[config.mk]
export PLATFORM = sky130hd
export DESIGN_NAME = uart_core
export DESIGN_NICKNAME = d
export VERILOG_FILES = /design/src/rtl/uart_pkg.sv /design/src/rtl/baud_gen.sv /design/src/rtl/uart_rx.sv /design/src/rtl/uart_tx.sv /design/src/rtl/uart_core.sv
export SDC_FILE = /design/constraint.sdc
export NUM_CORES = 1
export LEC_CHECK = 0
export CORE_UTILIZATION = 50
export DETAILED_ROUTE_END_ITERATION = 6
export GPL_TIMING_DRIVEN = 0
export PLACE_DENSITY = 0.73
export SLEW_MARGIN = 25
export SYNTH_ARGS = -nofsm -noshare
export SYNTH_HDL_FRONTEND = slang
export SYNTH_SLANG_ARGS = --single-unit
[constraint.sdc]
create_clock -name clk -period 4.5 [get_ports clk]
set_clock_uncertainty 0.1 [all_clocks]
set_input_delay 1.35 -clock clk [delete_from_list [all_inputs] [get_ports clk]]
set_output_delay 1.35 -clock clk [all_outputs]
set_load 0.05 [all_outputs]
[src/rtl/uart_pkg.sv]
// Shared UART definitions: frame geometry, FSM state encodings and the parity helper.
package uart_pkg;

    localparam int FRAME_BITS = 11;
    localparam int DATA_BITS  = 8;
    // Wide enough to count every bit position of a frame.
    localparam int CNT_W      = $clog2(FRAME_BITS + 1);

    typedef enum logic [2:0] {
        TX_IDLE,
        TX_START,
        TX_DATA,
        TX_PARITY,
        TX_STOP,
        TX_GUARD
    } tx_state_t;

    typedef enum logic [1:0] {
        RX_IDLE,
        RX_DATA,
        RX_PARITY,
        RX_STOP
    } rx_state_t;

    function automatic logic even_parity(input logic [DATA_BITS-1:0] data);
        return ^data;
    endfunction

endpackage

[src/rtl/baud_gen.sv]
// Free-running bit-period counter producing a one-cycle baud tick every DIV clocks.
module baud_gen #(
    parameter int DIV = 10
) (
    input  logic clk,
    input  logic rst,
    output logic baud_tick
);

    localparam int CW = (DIV > 1) ? $clog2(DIV) : 1;

    logic [CW-1:0] count;

    // The tick is registered one count early so it is high exactly while count == DIV-1.
    always_ff @(posedge clk) begin
        if (!rst) begin
            count     <= '0;
            baud_tick <= 1'b0;
        end else begin
            if (count == CW'(DIV - 1)) begin
                count <= '0;
            end else begin
                count <= count + 1'b1;
            end
            baud_tick <= (count == CW'(DIV - 2));
        end
    end

endmodule

[src/rtl/uart_rx.sv]
// UART receiver: synchronizes the serial line and samples one bit per baud tick.
module uart_rx
    import uart_pkg::*;
#(
    parameter int DATA_WIDTH = DATA_BITS
) (
    input  logic                  clk,
    input  logic                  rst,
    input  logic                  baud_tick,
    input  logic                  rx_serial,
    output logic                  data_valid,
    output logic [DATA_WIDTH-1:0] data_out,
    output logic                  parity_err,
    output logic                  frame_err
);

    rx_state_t             state;
    logic                  sync_1;
    logic                  sync_2;
    logic [DATA_WIDTH-1:0] shift_reg;
    logic                  parity_bit;
    logic [CNT_W-1:0]      bit_cnt;

    // Reset to the idle line level so a reset never looks like a start bit.
    always_ff @(posedge clk) begin
        if (!rst) begin
            sync_1 <= 1'b1;
            sync_2 <= 1'b1;
        end else begin
            sync_1 <= rx_serial;
            sync_2 <= sync_1;
        end
    end

    always_ff @(posedge clk) begin
        if (!rst) begin
            state      <= RX_IDLE;
            shift_reg  <= '0;
            parity_bit <= 1'b0;
            bit_cnt    <= '0;
            data_out   <= '0;
            data_valid <= 1'b0;
            parity_err <= 1'b0;
            frame_err  <= 1'b0;
        end else begin
            data_valid <= 1'b0;
            frame_err  <= 1'b0;
            if (baud_tick) begin
                case (state)
                    RX_IDLE: begin
                        if (!sync_2) begin
                            bit_cnt <= '0;
                            state   <= RX_DATA;
                        end
                    end
                    RX_DATA: begin
                        shift_reg <= {sync_2, shift_reg[DATA_WIDTH-1:1]};
                        if (bit_cnt == CNT_W'(DATA_WIDTH - 1)) begin
                            state <= RX_PARITY;
                        end else begin
                            bit_cnt <= bit_cnt + 1'b1;
                        end
                    end
                    RX_PARITY: begin
                        parity_bit <= sync_2;
                        state      <= RX_STOP;
                    end
                    RX_STOP: begin
                        if (sync_2) begin
                            data_out   <= shift_reg;
                            data_valid <= 1'b1;
                            parity_err <= even_parity(shift_reg) ^ parity_bit;
                        end else begin
                            frame_err  <= 1'b1;
                        end
                        state <= RX_IDLE;
                    end
                    default: begin
                        state <= RX_IDLE;
                    end
                endcase
            end
        end
    end

endmodule

[src/rtl/uart_tx.sv]
// UART transmitter: start, LSB-first data, even parity, stop and one guard bit, advanced on baud ticks.
module uart_tx
    import uart_pkg::*;
#(
    parameter int DATA_WIDTH = DATA_BITS
) (
    input  logic                  clk,
    input  logic                  rst,
    input  logic                  baud_tick,
    input  logic                  data_ready,
    input  logic [DATA_WIDTH-1:0] data_in,
    output logic                  tx_serial,
    output logic                  tx_busy
);

    tx_state_t             state;
    logic [DATA_WIDTH-1:0] shift_reg;
    logic                  parity_bit;
    logic [CNT_W-1:0]      bit_cnt;

    // The guard period doubles as an idle tick, so a waiting request starts the next frame there.
    always_ff @(posedge clk) begin
        if (!rst) begin
            state      <= TX_IDLE;
            shift_reg  <= '0;
            parity_bit <= 1'b0;
            bit_cnt    <= '0;
            tx_serial  <= 1'b1;
            tx_busy    <= 1'b0;
        end else if (baud_tick) begin
            case (state)
                TX_IDLE, TX_GUARD: begin
                    if (data_ready) begin
                        shift_reg  <= data_in;
                        parity_bit <= even_parity(data_in);
                        tx_serial  <= 1'b0;
                        tx_busy    <= 1'b1;
                        state      <= TX_START;
                    end else begin
                        tx_serial  <= 1'b1;
                        tx_busy    <= 1'b0;
                        state      <= TX_IDLE;
                    end
                end
                TX_START: begin
                    tx_serial <= shift_reg[0];
                    shift_reg <= shift_reg >> 1;
                    bit_cnt   <= CNT_W'(1);
                    state     <= TX_DATA;
                end
                TX_DATA: begin
                    if (bit_cnt == CNT_W'(DATA_WIDTH)) begin
                        tx_serial <= parity_bit;
                        state     <= TX_PARITY;
                    end else begin
                        tx_serial <= shift_reg[0];
                        shift_reg <= shift_reg >> 1;
                        bit_cnt   <= bit_cnt + 1'b1;
                    end
                end
                TX_PARITY: begin
                    tx_serial <= 1'b1;
                    state     <= TX_STOP;
                end
                TX_STOP: begin
                    tx_serial <= 1'b1;
                    state     <= TX_GUARD;
                end
                default: begin
                    tx_serial <= 1'b1;
                    tx_busy   <= 1'b0;
                    state     <= TX_IDLE;
                end
            endcase
        end
    end

endmodule

[src/rtl/uart_core.sv]
// Full-duplex UART: one baud generator shared by an independent transmitter and receiver.
module uart_core
    import uart_pkg::*;
#(
    parameter int CLK_FREQ   = 10_000,
    parameter int BAUD_RATE  = 1000,
    parameter int DATA_WIDTH = DATA_BITS
) (
    input  logic                  clk,
    input  logic                  rst,
    input  logic                  data_ready,
    input  logic [DATA_WIDTH-1:0] data_in,
    output logic                  tx_serial,
    output logic                  tx_busy,
    input  logic                  rx_serial,
    output logic                  data_valid,
    output logic [DATA_WIDTH-1:0] data_out,
    output logic                  parity_err,
    output logic                  frame_err
);

    localparam int DIV = CLK_FREQ / BAUD_RATE;

    logic baud_tick;

    baud_gen #(
        .DIV (DIV)
    ) u_baud_gen (
        .clk       (clk),
        .rst       (rst),
        .baud_tick (baud_tick)
    );

    uart_tx #(
        .DATA_WIDTH (DATA_WIDTH)
    ) u_uart_tx (
        .clk        (clk),
        .rst        (rst),
        .baud_tick  (baud_tick),
        .data_ready (data_ready),
        .data_in    (data_in),
        .tx_serial  (tx_serial),
        .tx_busy    (tx_busy)
    );

    uart_rx #(
        .DATA_WIDTH (DATA_WIDTH)
    ) u_uart_rx (
        .clk        (clk),
        .rst        (rst),
        .baud_tick  (baud_tick),
        .rx_serial  (rx_serial),
        .data_valid (data_valid),
        .data_out   (data_out),
        .parity_err (parity_err),
        .frame_err  (frame_err)
    );

endmodule

Yosys cells after proc, flatten, opt, wreduce, memory -nomap -nowiden --
Index checks and enable logic that the tools add are counted. W data, S select, Z words.
Operators by class: muxes and demuxes 21, equal/unequal tests 18, add/subtract/negate cells 3, reductions and logical operators 21, bitwise operators 3
Operator list (number):
- $pmux W8 S3 | 1
- $mux W8 | 2
- $pmux W4 S2 | 2
- $reduce_xor A8 Y1 | 2
- $pmux W3 S5 | 1
- $reduce_and A3 Y1 | 5
- $add A4 B1 Y4 const B | 3
- $eq A4 B4 Y1 const B | 3
- $mux W4 | 3
- $ne A2 B2 Y1 const B | 4
- $pmux W2 S4 | 1
- $reduce_and A2 Y1 | 4
- $reduce_and A4 Y1 | 2
- $eq A3 B2 Y1 const B | 2
- $eq A3 B3 Y1 const B | 2
- $mux W1 | 6
- $eq A2 B2 Y1 const B | 2
- $eq A4 B3 Y1 const B | 1
- $mux W2 | 2
- $ne A2 B1 Y1 const B | 2
- $reduce_bool A2 Y1 | 2
- $reduce_or A2 Y1 | 2
- $reduce_or A4 Y1 | 1
- $eq A3 B1 Y1 const B | 1
- other kinds (9) | 10
Storage, ports and cells: output and inout bits 13, logic and storage cells 84, bits of input ports 12, flip-flop bits (word level) 51

Logic depth before layout (Yosys ltp) --
word-level depth 4, mapped depth 7, depth with buffers taken out 6

Modules after synthesis --
From an unflattened synthesis, not the netlist that was laid out.
Second synthesis, totals: cells, all modules 306, area total of the unflattened synthesis 2615.0 µm²
Modules (own cells, without submodules):
- uart_rx | seq. area each 560.5 µm², times used 1, area each 1221.2 µm², cells an instance 142
- uart_tx | seq. area each 360.3 µm², times used 1, area each 1166.1 µm², cells an instance 141
- baud_gen | seq. area each 100.1 µm², times used 1, area each 227.7 µm², cells an instance 23

Least setup slack after synthesis --
Ideal clock, no wire load.
path kind input -> register, from in data_ready, to reg u_uart_tx.shift_reg[5], path slack 2148 ps, setup time 134 ps, arrival 2118 ps, path buffers 1, data required time 4266 ps, cell stages on the path 5, path through o21ba_1 o2111a_2 buf_4 a21oi_1 a311oi_1
On the way: word-level cells in the longest chain between the ends 2
Ends and longest elaborated chain:
- start, declared | line uart_core.sv:11 | input logic data_ready,
- $ne A2 B2 Y1 (no source line)
- $reduce_and A4 Y1 (no source line)
- end signal, assigned | line uart_tx.sv:34 | shift_reg <= data_in;
- end signal, assigned | line uart_tx.sv:47 | shift_reg <= shift_reg >> 1;
- end signal, assigned | line uart_tx.sv:57 | shift_reg <= shift_reg >> 1;
- end, declared | line uart_tx.sv:17 | logic [DATA_WIDTH-1:0] shift_reg;
No other way between the ends. A chain may end at the register's enable or synchronous reset.

Worst setup path in the final report --
from reg u_uart_tx.tx_busy, to out tx_busy
RTL lines:
- start, declared | line uart_tx.sv:13 | output logic tx_busy
- start signal, assigned | line uart_tx.sv:29 | tx_busy <= 1'b0;
- start signal, assigned | line uart_tx.sv:37 | tx_busy <= 1'b1;
- start signal, assigned | line uart_tx.sv:41 | tx_busy <= 1'b0;
- end, declared | line uart_core.sv:14 | output logic tx_busy,
No word-level cell between the ends.

==> impl.org <==
** Floorplan
- The die covers ~0.0052 mm².
- Chip height :: about 72 µm
- The core region is roughly 0.0048 mm².
- Ports :: 25
- The die is ~72 µm wide.
- The floorplan has 25 rows.
- For this configuration, the core starts out at a cell density of 0.522.

** Finish
- 0 antenna diodes ended up in the layout.
- Number of filler cells placed in the layout :: between 400 and 500
- Area growth syn-to-layout :: 18.6%
- Total number of nets in the final design :: 340
- Final cell count without fillers :: about 390
- Share of final-layout standard cells stronger than drive strength 1 :: 0.0627

** Logic synthesis
- The most common cell in the synthesized netlist is dfxtp_1.
- Commonest cells post-synth :: dfxtp_1, nand2_1, a21oi_1, nand3_1, nor2_1
- Synthesis produced a netlist with a net count of 309.
- Primary flip-flop cell chosen by synthesis mapping :: dfxtp_1
- The share of the synthesized area in compound gates (AO/OA/AOI/OAI) is 0.189.
- After technology mapping, the gate count stands at 287.
- Share of the synthesized area in the top cell type :: 0.411
- Of the total synthesized cell area, the portion taken by full adders, half adders and majority gates is 0.0504.
- After synthesis, the cell types taking the most area are dfxtp_1, a21oi_1, nand2_1.
- In this run, synthesis produced a sequential element count of 51.
- Post-synth design cell area :: 0.00248 mm²
- Number of distinct library cell variants in the gate-level netlist after synthesis :: 46
- Of all cell types, the one taking the most synthesized area is dfxtp_1.
- Ys Warns :: 0
- Number of enable-type register cells in the synthesized netlist :: 0
- XOR/XNOR share of the synthesized area :: 0.0620
- Combinational family with the most area after synthesis :: simple AND/OR/NAND/NOR gates
- Of the synthesized area, sequential elements account for 0.411.
- In the synthesized netlist the async set-or-reset flop fraction comes to 0.
- Mux cell area share after synthesis :: 0.0449
- Each instance of the synthesized netlist takes up on average about 8.6 µm².
- Of the total synthesized cell area, the portion taken by AND, OR, NAND and NOR gates is 0.201.

** Detailed routing
- Vias after detailed routing :: 2049
- Antenna-violating nets left :: 0
- Post-detailed-route DRC marker count :: 0
- In the routed layout, each cell is associated on average with a via count of approximately 5.3.
- Number of violations reported at the end of detailed-routing iteration 0 :: approximately 120
- Post-Route WL :: between 5000 and 6000 µm
- The first detailed-routing pass took 4 iterations.
- After detailed routing, the average wire length per cell comes to roughly 13 µm.

** Power
- Standby leakage power :: about 1.0 nW
- Pwr per Cell Area :: between 200 and 300 mW/mm²
- Max rail drop VDD :: roughly 0.16 mV
- Total power of the final layout :: a little under 0.9 mW

** Worst setup path
- Total buffers and inverters traversed by the critical path :: 1
- Of all nets on the critical path, the largest fanout is 4.
- On the worst path, the slowest cell contributes a delay of between 0.8 and 0.9 ns.
- The worst setup path is captured at a primary output.
- RR Startpoint :: u_uart_tx.bit_cnt[0]
- Type of element launching the critical path :: flop
- In this run the number of cells on the critical path is 1.
- List of cells traversed by the critical path :: clkdlybuf4s50_1
- At the worst endpoint, the required time is between 3 and 4 ns.
- Critical path arrival :: between 1.5 and 2 ns
- Delay-heaviest family, CP :: buffers and inverters
- The setup path with the least slack is of type flop to primary output.
- The worst register-to-register path has a depth of 6.
- Destination of the worst register-to-register timing path :: u_uart_tx.bit_cnt[3]
- The worst register-to-register path has a setup slack of about 2.5 ns.
- Critical Path Slowest Stage Cell :: clkdlybuf4s50_1

** Min path
- The min-delay analysis places its worst path in the category flop to flop.
- Worst hold stages :: 1
- In this run the most critical hold path is launched from u_uart_rx.sync_1.
- Endpoint with the worst hold slack :: u_uart_rx.sync_2

** Clock tree
- The clock passes through at most 2 buffers.
- After clock tree synthesis, the clock-pin slew on the worst setup and hold paths is ~0.090 ns.
- TritonCTS built the clock tree.
- In this run the post-CTS setup repair buffer count came out at 0.
- Clk sink count :: between 50 and 60
- The clock reaches the later pin of the worst-skew pair after ~0.31 ns.
- Clk Tree Root Cell :: clkbuf_8
- The number of gates resized after CTS was 0.
- Number of buffers added by the clock tree synthesis step :: 5
- Number of hold-repair buffers added at the cts stage :: 0
- In this run the number of H-tree levels came out at 2.

** STA
- At the pin with the least slew margin, the transition time is about 0.56 ns.
- The count of endpoints failing hold in the final timing report was 0.
- Setup TNS :: 0 ns
- Setup repair after global routing left no endpoint under its margin.
- Timing would allow up to roughly 0.34 GHz.
- Setup violations remaining at the end of the flow were counted as 0.
- In this run the tightest slew margin relative to its limit is 0.625.
- After layout, the minimum clock period comes to 2.96 ns.
- The final-report max-slew violation count was 0.
- Post-route clock period utilization :: 0.658

** Global routing
- The first global-routing pass estimated 8430 µm of wire.
- Entering global routing, the biggest net connects 17 pins.
- Antenna violations before repair :: 0
- In the global route stage, overall resource usage came out at 0.208.
- Via count of the first global-routing pass :: between 1500 and 2000
- Total congestion overflow after global routing :: 0

** Placement
- Number of cells after detailed placement :: between 300 and 400
- Routability-driven placement finished with a final weighted congestion of slightly below 0.8.
- Detailed placement HPWL :: 3560 µm
- IO buf count :: 24

** Run status
- Result of the run :: complete, no violations

** Run
- Max-Cap Viols :: 0
==> cells in the final DEF (no fill, tap or decap), drive strengths merged, types with 2 or more instances in the layout <==
master and count:
a211oi 2, a21boi 4, a21oi 36, a22oi 2
a311oi 7, a31oi 2, and3 5, buf 7
bufinv 2, clkbuf 12, clkdlybuf4s50 24, dfxtp 51
ha 10, inv 11, mux2i 10, nand2 39
nand2b 8, nand3 16, nand3b 5, nor2 13
nor2b 4, nor3 4, o21ai 8, o31ai 3
or4 3, xnor2 12, xor2 3
==> stage by stage <==
stage / hold slack, ns / util / setup WS [ns] / cell area (µm²)
6_report: 0.301 / 0.619 / 1.54 / 2940
5_1_grt: 0.339 / 0.619 / 1.46 / 2940
4_1_cts: 0.308 / 0.619 / 1.51 / 2940
3_5_place_dp: 0.294 / 0.590 / 1.44 / 2810
3_3_place_gp: 0.294 / 0.590 / 1.44 / 2810
2_1_floorplan: 0.286 / - / 2.15 / 2480
==> cell type report <==
type,instances,area [µm²],share of cell area
inverters,11,41.3,0.0140
plain buffers,14,62.6,0.0213
repair buffers,24,240,0.0817
multi-input cells,211,1360,0.461
flip-flops and latches,51,1020,0.347
clock buffers,5,68.8,0.0234
well taps,67,83.8,0.0285
clock inverters,3,67.6,0.0230
==> cells by family (layout without fill, tap and decap cells) <==
kind of cell | after synthesis | after routing
flip-flops | 51 | 51
XOR/XNOR | 16 | 16
multiplexers | 11 | 11
adder cells (fa/ha/maj) | 10 | 10
AND/OR/NAND/NOR | 101 | 101
AO/OA/AOI/OAI | 73 | 73
buffers and inverters | 25 | 57
==> power by group <==
| part | total (mW) | internal (mW) | switching [mW] | leakage [nW] |
|---|---|---|---|---|
| clock | 0.372 | 0.222 | 0.150 | 0.0644 |
| combinational | 0.0463 | 0.0229 | 0.0233 | 0.523 |
| sequential | 0.457 | 0.454 | 0.00257 | 0.412 |
| total | 0.875 | 0.699 | 0.176 | 0.999 |
==> metal layers <==
layer | share of wire | global-route usage
met1 | 0.48 | 0.269
met4 | 0.010 | 0.0697
met3 | 0.028 | 0.0444
met5 | 0 | 0
met2 | 0.49 | 0.343
==> worst max path at each step <==
stage	slack [ns]	start	to
after floorplan	2.15	data_ready	u_uart_tx.shift_reg[5]
after global placement	1.44	data_ready	u_uart_tx.shift_reg[5]
after detailed placement	1.44	data_ready	u_uart_tx.shift_reg[6]
after CTS	1.51	u_uart_tx.tx_busy	tx_busy
after global routing	1.46	u_uart_tx.tx_busy	tx_busy
final	1.54	u_uart_tx.tx_busy	tx_busy
Note: power is estimated with default switching activity, not from simulation.
